`src/rtl/decode_stage.sv`:
```
// -----------------------------------------------------------------------------
// decode_stage
//
// Pipelined instruction decoder. It sits between fetch and register read.
// Raw instruction words arrive over a valid/ready handshake. Each word is split
// into these fields:
//   - opcode class
//   - rd/rn/rm register indices
//   - read/write enables
//   - one sign-extended immediate
// The result is held in a single registered output stage. A one-word skid
// register behind it lets the stage keep in_ready high for a full cycle under
// backpressure, so the stage holds at most two words.
//
// Optional feature (compile-time macro DECODE_HAZARD_EN):
//   When defined, the rd/rd_we of every issued word is remembered. raw_hazard
//   flags a read-after-write dependency of the word currently presented on that
//   previously issued word. When undefined, raw_hazard is tied low and no
//   history state exists.
//
// Ports:
//   clk        in   rising-edge clock for all state
//   rst        in   synchronous active-high reset (overrides flush)
//   flush      in   synchronous flush: drops same-cycle input and all held words
//   in_valid   in   instruction word valid
//   in_ready   out  stage can accept (= ~skid_full & ~rst)
//   inst       in   instruction word [INST_W-1:0]
//   out_valid  out  decoded word valid
//   out_ready  in   downstream accepts decoded word
//   opcode     out  class field [OPC_W-1:0]
//   rd/rn/rm   out  raw register index fields [REG_AW-1:0]
//   rd_we      out  rd is written
//   rn_en      out  rn is read
//   rm_en      out  rm is read
//   imm        out  sign-extended immediate [IMM_OUT_W-1:0], 0 for class R
//   raw_hazard out  RAW dependency on the previously issued word
// -----------------------------------------------------------------------------
module decode_stage #(
   parameter int INST_W    = 26,
   parameter int OPC_W     = 2,
   parameter int REG_AW    = 5,
   parameter int IMM_OUT_W = 32
) (
   input  logic                 clk,
   input  logic                 rst,
   input  logic                 flush,
   input  logic                 in_valid,
   output logic                 in_ready,
   input  logic [INST_W-1:0]    inst,
   output logic                 out_valid,
   input  logic                 out_ready,
   output logic [OPC_W-1:0]     opcode,
   output logic [REG_AW-1:0]    rd,
   output logic [REG_AW-1:0]    rn,
   output logic [REG_AW-1:0]    rm,
   output logic                 rd_we,
   output logic                 rn_en,
   output logic                 rm_en,
   output logic [IMM_OUT_W-1:0] imm,
   output logic                 raw_hazard
);

   typedef struct packed {
      logic [OPC_W-1:0]     opc;
      logic [REG_AW-1:0]    rd;
      logic [REG_AW-1:0]    rn;
      logic [REG_AW-1:0]    rm;
      logic                 rd_we;
      logic                 rn_en;
      logic                 rm_en;
      logic [IMM_OUT_W-1:0] imm;
   } dec_t;

   // Pure field extraction. Register indices are always passed through raw;
   // only the enables and the immediate depend on the class.
   function automatic dec_t decode(input logic [INST_W-1:0] w);
      dec_t                        d;
      logic signed [2*REG_AW-1:0]  imm10;
      logic signed [3*REG_AW-1:0]  imm15;
      logic signed [4*REG_AW-1:0]  imm20;
      d     = '0;
      imm10 = w[4*REG_AW-1:2*REG_AW];
      imm15 = w[4*REG_AW-1:REG_AW];
      imm20 = w[4*REG_AW-1:0];
      d.opc = w[INST_W-1 -: OPC_W];
      d.rd  = w[REG_AW-1:0];
      d.rn  = w[2*REG_AW-1:REG_AW];
      d.rm  = w[3*REG_AW-1:2*REG_AW];
      // Classes are selected by the low two bits of the opcode field.
      case (d.opc[1:0])
         2'b00: begin
            d.rd_we = 1'b1;
            d.rn_en = 1'b1;
            d.rm_en = 1'b1;
         end
         2'b01: begin
            d.rd_we = 1'b1;
            d.rn_en = 1'b1;
            d.imm   = IMM_OUT_W'(imm10);
         end
         2'b10: begin
            d.rd_we = 1'b1;
            d.imm   = IMM_OUT_W'(imm15);
         end
         default: begin
            d.imm   = IMM_OUT_W'(imm20);
         end
      endcase
      return d;
   endfunction

   dec_t              out_q, out_d;
   logic              out_valid_q, out_valid_d;
   logic [INST_W-1:0] skid_q, skid_d;
   logic              skid_full_q, skid_full_d;

   logic accept;
   logic issue;
   logic load_out;

   assign in_ready = ~skid_full_q & ~rst;
   assign accept   = in_valid & in_ready;
   assign issue    = out_valid_q & out_ready;
   // The output register may take a new word whenever it is empty or its
   // current word leaves this cycle.
   assign load_out = ~out_valid_q | out_ready;

`ifdef DECODE_HAZARD_EN
   logic [REG_AW-1:0] prev_rd_q, prev_rd_d;
   logic              prev_we_q, prev_we_d;
`endif

   always_comb begin
      out_d       = out_q;
      out_valid_d = out_valid_q;
      skid_d      = skid_q;
      skid_full_d = skid_full_q;
`ifdef DECODE_HAZARD_EN
      prev_rd_d   = prev_rd_q;
      prev_we_d   = prev_we_q;
`endif
      if (flush) begin
         out_d       = '0;
         out_valid_d = 1'b0;
         skid_full_d = 1'b0;
`ifdef DECODE_HAZARD_EN
         prev_rd_d   = '0;
         prev_we_d   = 1'b0;
`endif
      end else begin
`ifdef DECODE_HAZARD_EN
         if (issue) begin
            prev_rd_d = out_q.rd;
            prev_we_d = out_q.rd_we;
         end
`endif
         if (load_out) begin
            // The skid word is older than anything on the input, so it goes
            // first. in_ready is low while the skid is full, so no input word
            // can be lost in that case.
            if (skid_full_q) begin
               out_d       = decode(skid_q);
               out_valid_d = 1'b1;
               skid_full_d = 1'b0;
            end else if (accept) begin
               out_d       = decode(inst);
               out_valid_d = 1'b1;
            end else begin
               out_valid_d = 1'b0;
            end
         end else if (accept) begin
            // The output is stalled, so park the accepted word in the skid.
            skid_d      = inst;
            skid_full_d = 1'b1;
         end
      end
   end

   always_ff @(posedge clk) begin
      if (rst) begin
         out_q       <= '0;
         out_valid_q <= 1'b0;
         skid_q      <= '0;
         skid_full_q <= 1'b0;
`ifdef DECODE_HAZARD_EN
         prev_rd_q   <= '0;
         prev_we_q   <= 1'b0;
`endif
      end else begin
         out_q       <= out_d;
         out_valid_q <= out_valid_d;
         skid_q      <= skid_d;
         skid_full_q <= skid_full_d;
`ifdef DECODE_HAZARD_EN
         prev_rd_q   <= prev_rd_d;
         prev_we_q   <= prev_we_d;
`endif
      end
   end

   assign out_valid = out_valid_q;
   assign opcode    = out_q.opc;
   assign rd        = out_q.rd;
   assign rn        = out_q.rn;
   assign rm        = out_q.rm;
   assign rd_we     = out_q.rd_we;
   assign rn_en     = out_q.rn_en;
   assign rm_en     = out_q.rm_en;
   assign imm       = out_q.imm;

`ifdef DECODE_HAZARD_EN
   // Register 0 is never a real destination, so it never hazards.
   assign raw_hazard = out_valid_q & prev_we_q & (prev_rd_q != '0) &
                       ((out_q.rn_en & (out_q.rn == prev_rd_q)) |
                        (out_q.rm_en & (out_q.rm == prev_rd_q)));
`else
   assign raw_hazard = 1'b0;
`endif

endmodule
```
`config.mk`:
```
export PLATFORM = sky130hd
export DESIGN_NAME = decode_stage
export DESIGN_NICKNAME = d
export VERILOG_FILES = /design/src/rtl/decode_stage.sv
export SDC_FILE = /design/constraint.sdc
export NUM_CORES = 1
export LEC_CHECK = 0
export CAP_MARGIN = 25
export CORE_MARGIN = 4
export CORE_UTILIZATION = 30
export CTS_CLUSTER_SIZE = 16
export DETAILED_ROUTE_END_ITERATION = 8
export DONT_BUFFER_PORTS = 1
export PLACE_DENSITY_LB_ADDON = 0.3
export SLEW_MARGIN = 10
export SYNTH_ARGS = -nofsm -noshare
export SYNTH_HDL_FRONTEND = slang
export SYNTH_SLANG_ARGS = --single-unit
```
`constraint.sdc`:
```
create_clock -name clk -period 2.6 [get_ports clk]
set_clock_uncertainty 0.15 [all_clocks]
set_input_delay 0.52 -clock clk [delete_from_list [all_inputs] [get_ports clk]]
set_output_delay 0.52 -clock clk [all_outputs]
set_load 0.02 [all_outputs]
```
==> results.md, run 1 <==
* Commonest non-fill, non-tap cell in the layout: sky130_fd_sc_hd__a21oi_1
* Num ports at 86
* Placement-stage cell area at 3350 µm²
* Crit path buf inv count at 0
* Class of the most critical hold timing path: primary input to register
* Internal power at around 0.0018 W
* Buffer cell driving the clock tree root: sky130_fd_sc_hd__clkbuf_16
* Sequential fraction of the synthesis area at 37.8%
* Final net count at 410
* Post-CTS Hold Fix Bufs at 0
* Overall power consumption at approximately 0.0024 W
* Synthesized-area fraction occupied by xor and xnor cells at 0%
* Simple-gate portion of the synthesized area at 10.9%
* H-tree levels at 3
* Number of hold violations in the final report at 0
* Shortest clock period the worst path allows after layout at 1.96 ns
* Slowest cell on crit path: sky130_fd_sc_hd__dfxtp_1
* DRC at 0
* Setup repair after global routing missed its margin: false
* Combinational family with the most area after synthesis: compound AO/OA/AOI/OAI gates
* Proportion of total power due to net switching at 24.2%
* Post-Synthesis Cell Area at roughly 3400 µm²
* Core utilization of the finished layout at 33.4%
* Slew headroom at 41.5%
* Switching power at 0.000585 W
* Worst Max-Slew Pin Slew at 0.876 ns
* Critical path required time at 2.66 ns
* Average footprint of a synthesized cell at 8.16 µm²
* Register-to-register setup slack at 0.64 ns
* Average detailed-routed wire length per instance at between 15 and 20 µm
* IR drop worst, VDD at 279 µV
* Vias in the first global route at 2572
* Pins over their slew limit at 0
* Post-DP HPWL at 6760 µm
* Largest net degree at the start of global routing at 49
* Remaining antenna violation count after routing at 0
* Cell class contributing the biggest share of worst-path delay: flip-flops
* Critical path endpoint category: register
* Initial core utilization at 31.0%
* Multiplexer share of the synthesized area at 16.6%
* Violation count after the first detailed-route iteration at 209
* Antenna violations before repair at 0
* Clock Tree Buf Depth at 2
* Core ar. at 10900 µm²
* Critical Path Stages at 3
* Final period util at 75.2%
* Number of synthesis warnings at 0
* Max-capacitance violation count at 0
* Worst r2r path cells at 3
* Endpoints failing setup at 0
* Design Area, Final at 3650 µm²
* Worst Hold Margin at 0.110 ns
* Maximum cell stage delay along the critical path at 0.89 ns
* Part of the power in registers at 43.2%
* Post-synthesis adder-cell area fraction at 0%
* Number of core rows at 38
* Weighted congestion at the end of routability-driven global placement at 0.809
* Number of diodes at 0
* Critical Path Source: skid_q[24]
* Cell Chain, Critical Path: o21ai_0 > o22ai_1 > o21ai_0
* Compound-gate portion of the synthesized area at between 20 and 30%
* Run status: completed
* End point of the critical path: imm[18]
* CTS tree: built
* Synth Instances at 415
* Fraction of final layout cells sized beyond drive strength 1 at 7.03%
* Aggregate global-route resource usage at 14.8%
* Power density over cell area at 663 nW/µm²
* Arr. time, crit path at 2.01 ns
* Final Routed Wirelength at 9570 µm
* CTS clk-pin slew, worst paths at ~0.060 ns
* Number of distinct standard cells referenced by the synthesized netlist at 28
* Cell seen most often among critical-path stages: sky130_fd_sc_hd__o21ai_0
* Count of instances resized after the clock tree is built at 0
* Clock latency at the later pin of the worst-skew pair at 0.33 ns
* Clock tree sinks at 64
* Number of setup buffers added after CTS at 0
* Net count of the mapped netlist at between 400 and 500
* First-pass iteration count of the detailed router at 4
* Floorplan die width at 114 µm
* First-pass GRT wire length at 15000 µm
* Cell type with the highest aggregate area in the netlist: sky130_fd_sc_hd__dfxtp_1
* Seq cells post-synth at 64
* Total via count in the routed design at 2788
* Critical path start-end classification: register to register
* Portion of total power attributed to the clock network at 49.8%
* Count of input and output buffers at 0
* Kind of launch point of the worst setup path: register
* Worst-path maximum fanout at 27
* Post-Route Setup TNS at 0 ns
* Post-synthesis to final-layout area growth at 7.91%
* Combinational share of power at 7.0%
* TritonCTS Buffers at 9
* Lkg Pwr at 1.35 nW
* Die Footprint at 13000 µm²
* Most frequent cells in the layout: sky130_fd_sc_hd__a21oi_1 (70), sky130_fd_sc_hd__dfxtp_1 (62), sky130_fd_sc_hd__mux2i_1 (56), sky130_fd_sc_hd__nor2_1 (45), sky130_fd_sc_hd__nand2_1 (28)
* Die height at around 110 µm
* Synth top area share at 37.8%
* Endpoint of the lowest-slack register-to-register path: imm[18]
* Fmax at 0.511 GHz
* Cell types occupying the most area after synthesis: sky130_fd_sc_hd__dfxtp_1 (38%), sky130_fd_sc_hd__mux2i_1 (17%), sky130_fd_sc_hd__a21oi_1 (10%), sky130_fd_sc_hd__a211oi_1 (5.8%), sky130_fd_sc_hd__nor2_1 (5.0%)
* Vias per cell at 5.32
* Remaining global-route overflow at 0
* Launching point of the worst reg2reg path: skid_q[24]
[worst min path at each step]
stage,from,slack [ns],cells past startpoint,end
final,rst,0.11,1,skid_q[1]
after global routing,rst,0.1,1,skid_q[6]
after global placement,skid_q[4],0.35,2,skid_q[4]
after CTS,rst,0.1,1,skid_q[6]
after floorplan,skid_q[0],0.34,2,skid_q[0]
after detailed placement,imm[30],0.36,2,imm[30]
[area by class of cell]
class / count / area, µm²
clock buffers: 11 / 243
well taps: 140 / 175
repair buffers: 8 / 85.1
fillers: 1149 / 7280
multi-input cells: 294 / 1800
inverters: 2 / 7.51
clock inverters: 5 / 56.3
flip-flops and latches: 64 / 1280
[sequential cells by signal, indices dropped and copies added, names as in the netlist]
signal       cells
skid_q          22
imm             20
rd               5
rm               5
rn               5
opcode           2
out_valid        1
rd_we            1
rm_en            1
rn_en            1
skid_full_q      1
[through the flow]
stage	cells	setup slack, ns
after global placement	508	0.589
final	524	0.645
after detailed placement	508	0.569
after global routing	524	0.444
after floorplan	415	0.443
after CTS	524	0.687
[layer usage]
metal  GRT usage (%)  part of all wire [%]  vias up
met5               0                     0        -
met4            3.80                  0.84        0
met3            6.34                   8.8        6
met2            23.3                    47       76
met1            18.8                    43     1300
li1                -                     -     1406
[logic make-up after synthesis]
kind of cell	Yosys count
AO/OA/AOI/OAI	148
buffers and inverters	57
flip-flops	64
multiplexers	56
other	1
AND/OR/NAND/NOR	89
[power groups by stage]
stage / registers (W) / clock network [W] / logic [W]
5_1_grt: 0.00105 / 0.00127 / 0.000192
3_3_place_gp: 0.00107 / 0 / 0.000169
2_1_floorplan: 0.00106 / 0 / 0.000164
6_report: 0.00105 / 0.00121 / 0.000169
4_1_cts: 0.00105 / 0.00124 / 0.000171
3_5_place_dp: 0.00107 / 0 / 0.000171
[cells in the mapped netlist, drive strengths merged]
library cell / n
or2: 1
nor2b: 2
nor3: 4
buf: 24
a32oi: 1
a21boi: 10
a211oi: 26
clkbuf: 31
o22ai: 6
a311oi: 5
nand2b: 3
o21a: 1
nor2: 45
nand3: 5
a31oi: 5
conb: 1
inv: 2
o21ai: 24
nand2: 28
or4: 1
mux2i: 56
dfxtp: 64
a21oi: 70
(Power assumes the default switching activity.)
==> run 2, diff against run 1 <==
clock period = 1.7 ns   (was 2.6 ns; I/O delays follow)
==> run 2 against run 1 <==
Against the previous run:
- combinational power increased by 75%
- cell count grew 2.5%
- largest cell class unchanged
- register-to-register slack worse by 0.59 ns
- cell area is 4.8% higher
==> results.md, run 2 (same netlist as run 1, synthesis figures left out) <==
* Run status: completed
* Post-Route Setup TNS at 0 ns
* Initial core utilization at a little under a third
* Number of hold violations in the final report at 0
* Worst Max-Slew Pin Slew at about 1 ns
* Final period util at 96.8%
* Proportion of total power due to net switching at 24.1%
* Die Footprint at ~13000 µm²
* Cell depth of the worst min-delay path at 2
* Violation count after the first detailed-route iteration at 158
* Clock latency at the later pin of the worst-skew pair at 0.33 ns
* Worst-path maximum fanout at 11
* Arr. time, crit path at around 1.7 ns
* Floorplan die width at 114 µm
* Final net count at 423
* Most frequent cells in the layout: sky130_fd_sc_hd__a21oi_1 (70), sky130_fd_sc_hd__dfxtp_1 (61), sky130_fd_sc_hd__mux2i_1 (55), sky130_fd_sc_hd__nor2_1 (44), sky130_fd_sc_hd__nand2_1 (28)
* Post-DP HPWL at 6770 µm
* Die height at 114 µm
* Weighted congestion at the end of routability-driven global placement at 0.831
* Shortest clock period the worst path allows after layout at 1.65 ns
* Combinational share of power at under 10%
* Number of core rows at 38
* Vias in the first global route at 2616
* Total via count in the routed design at 2855
* Core ar. at approximately 11000 µm²
* Post-synthesis to final-layout area growth at 13.1%
* Vias per cell at ~5.3
* TritonCTS Buffers at 9
* Power density over cell area at 960 nW/µm²
* Critical path endpoint category: register
* Pins over their slew limit at 0
* Slowest cell on crit path: sky130_fd_sc_hd__or4_4
* Switching power at 0.000885 W
* First-pass iteration count of the detailed router at 4
* H-tree levels at 3
* Number of diodes at 0
* First-pass GRT wire length at 15200 µm
* Average detailed-routed wire length per instance at 18.9 µm
* Fmax at 0.608 GHz
* Worst r2r path cells at 4
* Register with the most flip-flops: skid_q
* DRC at 0
* Core utilization of the finished layout at 35.0%
* Clock Tree Buf Depth at 2
* Remaining global-route overflow at 0
* Part of the power in registers at 43.6%
* Buffer cell driving the clock tree root: sky130_fd_sc_hd__clkbuf_16
* Aggregate global-route resource usage at 15.1%
* Worst Hold Margin at 0.00661 ns
* Max-capacitance violation count at 0
* Internal power at around 0.0028 W
* Maximum cell stage delay along the critical path at 0.58 ns
* Portion of total power attributed to the clock network at 48.4%
* Antenna violations before repair at 0
* Max FFs per register at 22
* CTS tree: built
* Commonest non-fill, non-tap cell in the layout: sky130_fd_sc_hd__a21oi_1
* Lkg Pwr at 1.42 nW
* Clock tree sinks at 64
* Slew headroom at 33.2%
* Setup repair after global routing missed its margin: false
* Cell Chain, Critical Path: or4_4 > clkbuf_16 > mux2i_1 > nor2_1
* Critical path start-end classification: register to register
* Largest net degree at the start of global routing at 68
* CTS clk-pin slew, worst paths at 0.06 ns
* Final Routed Wirelength at 10100 µm
* IR drop worst, VDD at roughly 410 µV
* Kind of launch point of the worst setup path: register
* Number of setup buffers added after CTS at 0
* Count of input and output buffers at 0
* Fraction of final layout cells sized beyond drive strength 1 at approximately 10%
* Critical path required time at 1.73 ns
* Register-to-register setup slack at 0.05 ns
* Num ports at 86
* Remaining antenna violation count after routing at 0
* Endpoints failing setup at 0
* Class of the most critical hold timing path: primary input to register
[run 2: changes by cell type in the layout (fill, tap and decap cells not counted), sizes merged]
cell	previous run	this run
clkbuf	11	15
buf	8	18
clkinv	3	1
dlygate4sd3	0	1
[run 2: critical path: cells and delay by family, from the launching register on]
family                 cells  cell delay [ns]
buffers and inverters      1             0.21
flip-flops                 1             0.35
multiplexers               1             0.15
AND/OR/NAND/NOR            2             0.64
[run 2: worst paths after layout]
check | to | startpoint
worst max-delay path | skid_q[16] | skid_full_q
worst min-delay path | skid_q[12] | inst[12]
worst max register to register | skid_q[16] | skid_full_q
worst min register to register | skid_q[3] | skid_q[3]
[run 2: final cells by class]
cell class / count / area, µm²
fill: 1141 / 7110
multi-input combinational: 294 / 1820
sequential: 64 / 1280
timing repair buffer: 21 / 262
clock buffer: 13 / 240
tap: 140 / 175
clock inverter: 3 / 42.5
inverter: 2 / 7.51
[run 2: layer usage]
metal | vias to the layer above | GRT usage, % | wire, µm
li1 | 1428 | - | -
met1 | 1317 | 20.1 | 4420
met5 | - | 0 | 0
met3 | 16 | 5.55 | 879
met4 | 0 | 3.17 | 184
met2 | 94 | 23.4 | 4660
[run 2: power groups by stage]
stage	clock network, W	logic, W	registers (W)
after detailed placement	0	0.000270	0.00164
after CTS	0.00181	0.000283	0.00160
after global placement	0	0.000266	0.00164
final	0.00178	0.000296	0.00160
after floorplan	0	0.000252	0.00163
after global routing	0.00187	0.000332	0.00161
[run 2: metrics by stage]
| step | total power, W | instances | setup WS [ns] | instance area (µm²) |
|---|---|---|---|---|
| 2_1_floorplan | 0.00188 | 415 | -0.269 | 3390 |
| 3_3_place_gp | 0.00190 | 518 | -0.0412 | 3470 |
| 3_5_place_dp | 0.00191 | 518 | -0.0738 | 3470 |
| 4_1_cts | 0.00370 | 535 | 0.0624 | 3760 |
| 5_1_grt | 0.00381 | 537 | 0.00557 | 3830 |
| 6_report | 0.00368 | 537 | 0.0547 | 3830 |
[run 2: what timing repair did]
item / CTS / global route
pin swaps: 0 / 1
resized for setup: 1 / 5
endpoints found under the hold margin: 22 / 0
hold buffers: 1 / 0
gates cloned: 0 / 2
endpoints found under the setup margin: 1 / 15
==> run 3, diff against run 2 <==
CTS_CLUSTER_DIAMETER = 80   (was unset)
==> results of run 3 <==
The final DEF is identical to that of run 2; final timing and power are the same.
